## src/rtl/testutil_pkg.sv

```systemverilog
// Shared register map, STATUS bit positions and dump FSM state type for testutil_sigdump.
package testutil_pkg;

   localparam logic [7:0] OFF_SIG_BEGIN = 8'h00;
   localparam logic [7:0] OFF_SIG_END   = 8'h04;
   localparam logic [7:0] OFF_EXIT      = 8'h08;
   localparam logic [7:0] OFF_STATUS    = 8'h0C;
   localparam logic [7:0] OFF_CONSOLE   = 8'h10;

   localparam int unsigned STATUS_BUSY = 0;
   localparam int unsigned STATUS_DONE = 1;
   localparam int unsigned STATUS_ERR  = 2;

   typedef enum logic [1:0] {
      IDLE,
      ISSUE,
      DRAIN,
      DONE
   } sigdump_state_e;

   function automatic logic is_busy(input sigdump_state_e s);
      return (s == ISSUE) || (s == DRAIN);
   endfunction

endpackage

```

## src/rtl/testutil_sig_fifo.sv

```systemverilog
// Synchronous FIFO buffering signature words; async active-low reset, data reads 0 when empty.
module testutil_sig_fifo #(
   parameter int unsigned Depth = 4,
   parameter int unsigned Width = 32
) (
   input  logic                       clk,
   input  logic                       rst_n,
   input  logic                       push,
   input  logic [Width-1:0]           wdata,
   input  logic                       pop,
   output logic [Width-1:0]           rdata,
   output logic                       full,
   output logic                       empty,
   output logic [$clog2(Depth+1)-1:0] count
);

   localparam int unsigned PtrW = (Depth > 1) ? $clog2(Depth) : 1;
   localparam int unsigned CntW = $clog2(Depth + 1);

   logic [Width-1:0] mem [Depth];
   logic [PtrW-1:0]  wr_ptr, rd_ptr;
   logic [CntW-1:0]  cnt;
   logic             do_push, do_pop;

   function automatic logic [PtrW-1:0] ptr_inc(input logic [PtrW-1:0] p);
      return (32'(p) == Depth - 1) ? '0 : p + PtrW'(1);
   endfunction

   assign empty   = (cnt == '0);
   assign full    = (32'(cnt) == Depth);
   assign count   = cnt;
   assign do_pop  = pop && !empty;
   // A push while full is accepted only when the same cycle frees a slot.
   assign do_push = push && (!full || do_pop);
   assign rdata   = empty ? '0 : mem[rd_ptr];

   always_ff @(posedge clk or negedge rst_n) begin
      if (!rst_n) begin
         wr_ptr <= '0;
         rd_ptr <= '0;
         cnt    <= '0;
      end else begin
         if (do_push) wr_ptr <= ptr_inc(wr_ptr);
         if (do_pop)  rd_ptr <= ptr_inc(rd_ptr);
         case ({do_push, do_pop})
            2'b10:   cnt <= cnt + CntW'(1);
            2'b01:   cnt <= cnt - CntW'(1);
            default: ;
         endcase
      end
   end

   always_ff @(posedge clk) begin
      if (do_push) mem[wr_ptr] <= wdata;
   end

endmodule

```

## src/rtl/testutil_sigdump.sv

```systemverilog
// Test-utility device: register window plus a bus host that dumps [SIG_BEGIN, SIG_END) on EXIT.
// Optional macro TESTUTIL_CONSOLE_EN maps a character console at offset 0x10.
module testutil_sigdump
   import testutil_pkg::*;
#(
   parameter int unsigned AddrWidth      = 32,
   parameter int unsigned DataWidth      = 32,
   parameter int unsigned MaxOutstanding = 2,
   parameter int unsigned SigFifoDepth   = 4
) (
   input  logic                   clk_i,
   input  logic                   rst_ni,
   input  logic                   dev_req_i,
   input  logic                   dev_we_i,
   input  logic [AddrWidth-1:0]   dev_addr_i,
   input  logic [DataWidth-1:0]   dev_wdata_i,
   input  logic [DataWidth/8-1:0] dev_be_i,
   output logic                   dev_rvalid_o,
   output logic [DataWidth-1:0]   dev_rdata_o,
   output logic                   dev_err_o,
   output logic                   host_req_o,
   input  logic                   host_gnt_i,
   output logic [AddrWidth-1:0]   host_addr_o,
   input  logic                   host_rvalid_i,
   input  logic [DataWidth-1:0]   host_rdata_i,
   input  logic                   host_err_i,
   output logic                   sig_valid_o,
   input  logic                   sig_ready_i,
   output logic [DataWidth-1:0]   sig_data_o,
   output logic                   done_o,
   output logic [DataWidth-1:0]   exit_code_o
);

   localparam int unsigned NumBytes = DataWidth / 8;
   localparam int unsigned CntW     = $clog2(SigFifoDepth + 1);
   localparam int unsigned OstW     = $clog2(MaxOutstanding + 1);
   localparam logic [AddrWidth-1:0] AlignMask = ~AddrWidth'(NumBytes - 1);

   sigdump_state_e       state_q, state_d;
   logic [DataWidth-1:0] sig_begin_q, sig_end_q;
   logic [AddrWidth-1:0] sig_begin_a, sig_end_a;
   logic [AddrWidth-1:0] addr_q, addr_d;
   logic [AddrWidth:0]   addr_next;
   logic [OstW-1:0]      ost_q;
   logic [CntW-1:0]      fifo_count;
   logic                 fifo_empty, unused_fifo_full;
   logic                 err_q, busy, grant, accept_rsp, can_issue, start;
   logic                 wr_begin, wr_end, wr_exit;
   logic [DataWidth-1:0] rsp_data, status;
   logic                 rsp_err;
   logic [7:0]           offset;
   logic                 unused_addr;

   function automatic logic [DataWidth-1:0] be_merge(
      input logic [DataWidth-1:0] old,
      input logic [DataWidth-1:0] wd,
      input logic [NumBytes-1:0]  be
   );
      logic [DataWidth-1:0] res;
      res = old;
      for (int unsigned i = 0; i < NumBytes; i++) begin
         if (be[i]) res[8*i +: 8] = wd[8*i +: 8];
      end
      return res;
   endfunction

   assign offset      = dev_addr_i[7:0];
   assign unused_addr = ^dev_addr_i[AddrWidth-1:8];
   assign busy        = is_busy(state_q);
   assign sig_begin_a = AddrWidth'(sig_begin_q);
   assign sig_end_a   = AddrWidth'(sig_end_q);

   always_comb begin
      status               = '0;
      status[STATUS_BUSY]  = busy;
      status[STATUS_DONE]  = (state_q == DONE);
      status[STATUS_ERR]   = err_q;
   end

`ifdef TESTUTIL_CONSOLE_EN
   logic        wr_console;
   logic [15:0] console_cnt_q;
`endif

   always_comb begin
      rsp_data = '0;
      rsp_err  = 1'b0;
      wr_begin = 1'b0;
      wr_end   = 1'b0;
      wr_exit  = 1'b0;
`ifdef TESTUTIL_CONSOLE_EN
      wr_console = 1'b0;
`endif
      if (dev_req_i) begin
         case (offset)
            OFF_SIG_BEGIN: begin
               if (!dev_we_i)  rsp_data = sig_begin_q;
               else if (busy)  rsp_err  = 1'b1;
               else            wr_begin = 1'b1;
            end
            OFF_SIG_END: begin
               if (!dev_we_i)  rsp_data = sig_end_q;
               else if (busy)  rsp_err  = 1'b1;
               else            wr_end   = 1'b1;
            end
            OFF_EXIT: begin
               if (dev_we_i) begin
                  if (busy) rsp_err = 1'b1;
                  else      wr_exit = 1'b1;
               end
            end
            OFF_STATUS: begin
               if (!dev_we_i) rsp_data = status;
            end
`ifdef TESTUTIL_CONSOLE_EN
            OFF_CONSOLE: begin
               if (dev_we_i) wr_console = 1'b1;
               else          rsp_data   = DataWidth'(console_cnt_q);
            end
`endif
            default: rsp_err = 1'b1;
         endcase
      end
   end

   always_ff @(posedge clk_i or negedge rst_ni) begin
      if (!rst_ni) begin
         dev_rvalid_o <= 1'b0;
         dev_rdata_o  <= '0;
         dev_err_o    <= 1'b0;
         sig_begin_q  <= '0;
         sig_end_q    <= '0;
         exit_code_o  <= '0;
      end else begin
         dev_rvalid_o <= dev_req_i;
         dev_rdata_o  <= rsp_data;
         dev_err_o    <= rsp_err;
         if (wr_begin) sig_begin_q <= be_merge(sig_begin_q, dev_wdata_i, dev_be_i);
         if (wr_end)   sig_end_q   <= be_merge(sig_end_q, dev_wdata_i, dev_be_i);
         if (wr_exit)  exit_code_o <= be_merge(exit_code_o, dev_wdata_i, dev_be_i);
      end
   end

`ifdef TESTUTIL_CONSOLE_EN
   always_ff @(posedge clk_i or negedge rst_ni) begin
      if (!rst_ni) begin
         console_cnt_q <= '0;
      end else if (wr_console && dev_be_i[0]) begin
         $write("%c", dev_wdata_i[7:0]);
         console_cnt_q <= console_cnt_q + 16'd1;
      end
   end
`endif

   // Reserving the FIFO slot at grant time is what keeps the buffer from overflowing.
   assign can_issue  = ((32'(ost_q) + 32'(fifo_count)) < SigFifoDepth) &&
                       (32'(ost_q) < MaxOutstanding);
   assign grant      = host_req_o && host_gnt_i;
   assign accept_rsp = host_rvalid_i && (ost_q != '0);
   assign start      = wr_exit && (state_q == IDLE);
   assign addr_next  = {1'b0, addr_q} + (AddrWidth + 1)'(NumBytes);

   always_comb begin
      state_d    = state_q;
      addr_d     = addr_q;
      host_req_o = 1'b0;
      case (state_q)
         IDLE: begin
            if (start) begin
               addr_d  = sig_begin_a & AlignMask;
               state_d = (sig_end_a <= sig_begin_a) ? DONE : ISSUE;
            end
         end
         ISSUE: begin
            host_req_o = can_issue;
            if (grant) begin
               addr_d = addr_next[AddrWidth-1:0];
               // Carry out of the address is handled like reaching SIG_END.
               if (addr_next[AddrWidth] || (addr_next[AddrWidth-1:0] >= sig_end_a)) state_d = DRAIN;
            end
         end
         DRAIN: begin
            if ((ost_q == '0) && fifo_empty) state_d = DONE;
         end
         DONE: ;
         default: state_d = IDLE;
      endcase
   end

   always_ff @(posedge clk_i or negedge rst_ni) begin
      if (!rst_ni) begin
         state_q <= IDLE;
         addr_q  <= '0;
         ost_q   <= '0;
         err_q   <= 1'b0;
      end else begin
         state_q <= state_d;
         addr_q  <= addr_d;
         case ({grant, accept_rsp})
            2'b10:   ost_q <= ost_q + OstW'(1);
            2'b01:   ost_q <= ost_q - OstW'(1);
            default: ;
         endcase
         if (accept_rsp && host_err_i) err_q <= 1'b1;
      end
   end

`ifndef SYNTHESIS
   always_ff @(posedge clk_i) begin
      if (rst_ni && host_rvalid_i) begin
         assert (ost_q != '0) else $warning("testutil_sigdump: host response with nothing outstanding dropped");
      end
   end
`endif

   testutil_sig_fifo #(
      .Depth (SigFifoDepth),
      .Width (DataWidth)
   ) u_sig_fifo (
      .clk   (clk_i),
      .rst_n (rst_ni),
      .push  (accept_rsp),
      .wdata (host_rdata_i),
      .pop   (sig_valid_o && sig_ready_i),
      .rdata (sig_data_o),
      .full  (unused_fifo_full),
      .empty (fifo_empty),
      .count (fifo_count)
   );

   assign sig_valid_o = !fifo_empty;
   assign done_o      = (state_q == DONE);
   assign host_addr_o = addr_q;

endmodule

```

## config.mk

```make
export PLATFORM = sky130hd
export DESIGN_NAME = testutil_sigdump
export DESIGN_NICKNAME = d
export VERILOG_FILES = /design/src/rtl/testutil_pkg.sv /design/src/rtl/testutil_sig_fifo.sv /design/src/rtl/testutil_sigdump.sv
export SDC_FILE = /design/constraint.sdc
export NUM_CORES = 1
export LEC_CHECK = 0
export CORE_MARGIN = 2
export CORE_UTILIZATION = 29
export CTS_CLUSTER_SIZE = 16
export DETAILED_ROUTE_END_ITERATION = 8
export HOLD_SLACK_MARGIN = 0.06
export PLACE_DENSITY = 0.59
export RECOVER_POWER = 100
export SYNTH_ARGS = -nofsm -noshare
export SYNTH_HDL_FRONTEND = slang
export SYNTH_HIERARCHICAL = 1
export SYNTH_SLANG_ARGS = --single-unit
```

## constraint.sdc

```tcl
create_clock -name clk_i -period 7.2 [get_ports clk_i]
set_clock_uncertainty 0.15 [all_clocks]
set_input_delay 1.44 -clock clk_i [delete_from_list [all_inputs] [get_ports clk_i]]
set_output_delay 1.44 -clock clk_i [all_outputs]
set_load 0.01 [all_outputs]
```

==> reports/results.txt <==
outcome - complete, but fails checks
failing checks - capacitance limit, slew limit
Fmax achieved - 190 MHz
Core ar. - 0.0487 sq mm
peak supply drop - 0.250 mV
pwr dens - 344 mW/mm^2
area occupied by multi-input gates - 0.00552 sq mm
reg2reg path depth - 5
Hold Slack - 0.322 ns
root buffer cell - clkbuf_16
critical path type - in2reg
Final period util - 0.732
post-route design area - 0.0184 sq mm
CTS tree - built
# rows - 81
drt pass-1 iters - 5
RSZ-0062 raised after global routing - false
initial antenna violation count - 3
LEAKAGE - 7.88 nW
Clock Sink Count - 300
Skew-Pair Late Insertion Delay - 0.55 ns
Die Y - 226 microns
dpl ws - 2.45 ns
hold wc startpoint - err_q$_DFFE_PN0P_
commonest non-fill, non-tap cell in the layout - dfrtp_1
Synth-to-Final Area Change - 29.0%
Placed Area - 0.0171 sq mm
max cap viols - 9
WL final - 37.2 mm
final worst setup slack - 1.93 ns
setup violators final - 0
DRC - 0
reg2reg start - u_sig_fifo/count[0]$_DFFE_PN0P_
PostCTS Resize Cnt - 0
post-DP HPWL - 25.7 mm
nets - 1,512
fill cell count - 4,757
Tmin final - 5.27 ns
number of global-route vias before repair - 9,618
most frequent cells in the layout - 170 x dfrtp_1, 166 x dlygate4sd3_1, 128 x edfxtp_1, 97 x nand2_1
GP Congestion - 0.818
clock buffer depth - 3
CTS Buf Count - 38
num ports - 241
Mapped Area - 0.0143 sq mm
Worst Setup End Kind - register
Routed Antenna Nets - 0
max-slew violation count - 310
drt via density - 4.67
Finished Core Util - 0.378
Fin. Hold Viols - 0
first-pass GRT wire length - 57.0 mm
Mean Syn Cell Area - 12.9 sq um
hold_buf cts - 0
hold depth - 1
R2R setup slack - 2.53 ns
Port Buffers - 214
wire per inst - 18.4 microns
Min-Delay Endpoint - err_q$_DFFE_PN0P_
max_slew headroom - -1.26
Cells after Synth - 1,107
All-Layer GR Usage - 0.148
Worst-Margin Slew - 3.39 ns
clock slew seen by the registers of the worst setup and hold paths - 0.06 ns
setup bufs post-CTS - 0
Hold Crit Class - reg2reg
Iter 0 DRT Violations - 601
gr ovfl total - 0
startpoint types - input port
share of cells above drive strength 1 - 0.131
critical path peak fanout - 8
initial core utilization - 0.293
reg-to-reg endpoint - u_sig_fifo/mem[2][27]$_DFFE_PP_
FF/Latch Area - 0.00815 sq mm
Ys Warns - 6
H-tree depth - 2
Die W - 226 microns
Critical Path AT - 5.55 ns
Critical Path RT - 7.47 ns
largest net degree at the start of global routing - 62
Vias - 9,433
die area - 0.0510 sq mm
setup TNS - 0 ns
-- critical path: stages --
cell	delay, ns
dlygate4sd3_1	0.53
nor4_1	0.84
nand3_1	0.34
nor4_1	1.29
nand2_1	0.62
mux2_1	0.47
-- metal layers --
metal,GRT usage,wire length [microns]
met3,0.0380,2380
met1,0.187,15900
met4,0.0551,1090
met5,0,21
met2,0.242,17800
-- report_power, final --
group | switching, mW | total, mW | internal (mW)
clock | 0.761 | 2.16 | 1.40
combinational | 0.915 | 1.83 | 0.917
sequential | 0.267 | 2.35 | 2.08
total | 1.94 | 6.34 | 4.40
-- final cells by class --
| type | instances | share of cell area |
|---|---|---|
| Sequential cell | 300 | 0.443 |
| Multi-Input combinational cell | 685 | 0.300 |
| Timing Repair Buffer | 223 | 0.118 |
| Clock buffer | 50 | 0.0597 |
| Tap cell | 664 | 0.0451 |
| Clock inverter | 20 | 0.0183 |
| Inverter | 78 | 0.0159 |
| Antenna cell | 1 | 0.000136 |
-- stage by stage --
step / instances / total power, mW
finish: 2021 / 6.34
global route: 2021 / 6.73
CTS: 2020 / 6.56
detailed placement: 1950 / 4.34
global placement: 1950 / 4.31
floorplan: 1108 / 3.43
-- registers in the layout (all words and copies together) (netlist names) --
register and flops:
u_sig_fifo/mem 128, dev_rdata_o 32, exit_code_o 32, sig_begin_a 32, sig_end_a 32, host_addr_o 30
u_sig_fifo/count 3, ost_q 2, state_q 2, u_sig_fifo/rd_ptr 2, u_sig_fifo/wr_ptr 2, dev_err_o 1
dev_rvalid_o 1, err_q 1
-- worst max path at each step --
stage          depth (start not counted)                        startpoint                     endpoint
5_1_grt                                2                            rst_ni  exit_code_o[30]$_DFFE_PN0P_
2_1_floorplan                         13       host_addr_o[11]$_DFFE_PN0P_       state_q[1]$_DFFE_PN0P_
6_report                               6                     dev_addr_i[0]    sig_end_a[23]$_DFFE_PN0P_
4_1_cts                                4  u_sig_fifo/rd_ptr[0]$_DFFE_PN0P_               sig_data_o[29]
3_3_place_gp                           6                     dev_addr_i[1]   sig_begin_a[0]$_DFFE_PN0P_
3_5_place_dp                           6                     dev_addr_i[1]   sig_begin_a[9]$_DFFE_PN0P_
Note: power is estimated with default switching activity, not from simulation.
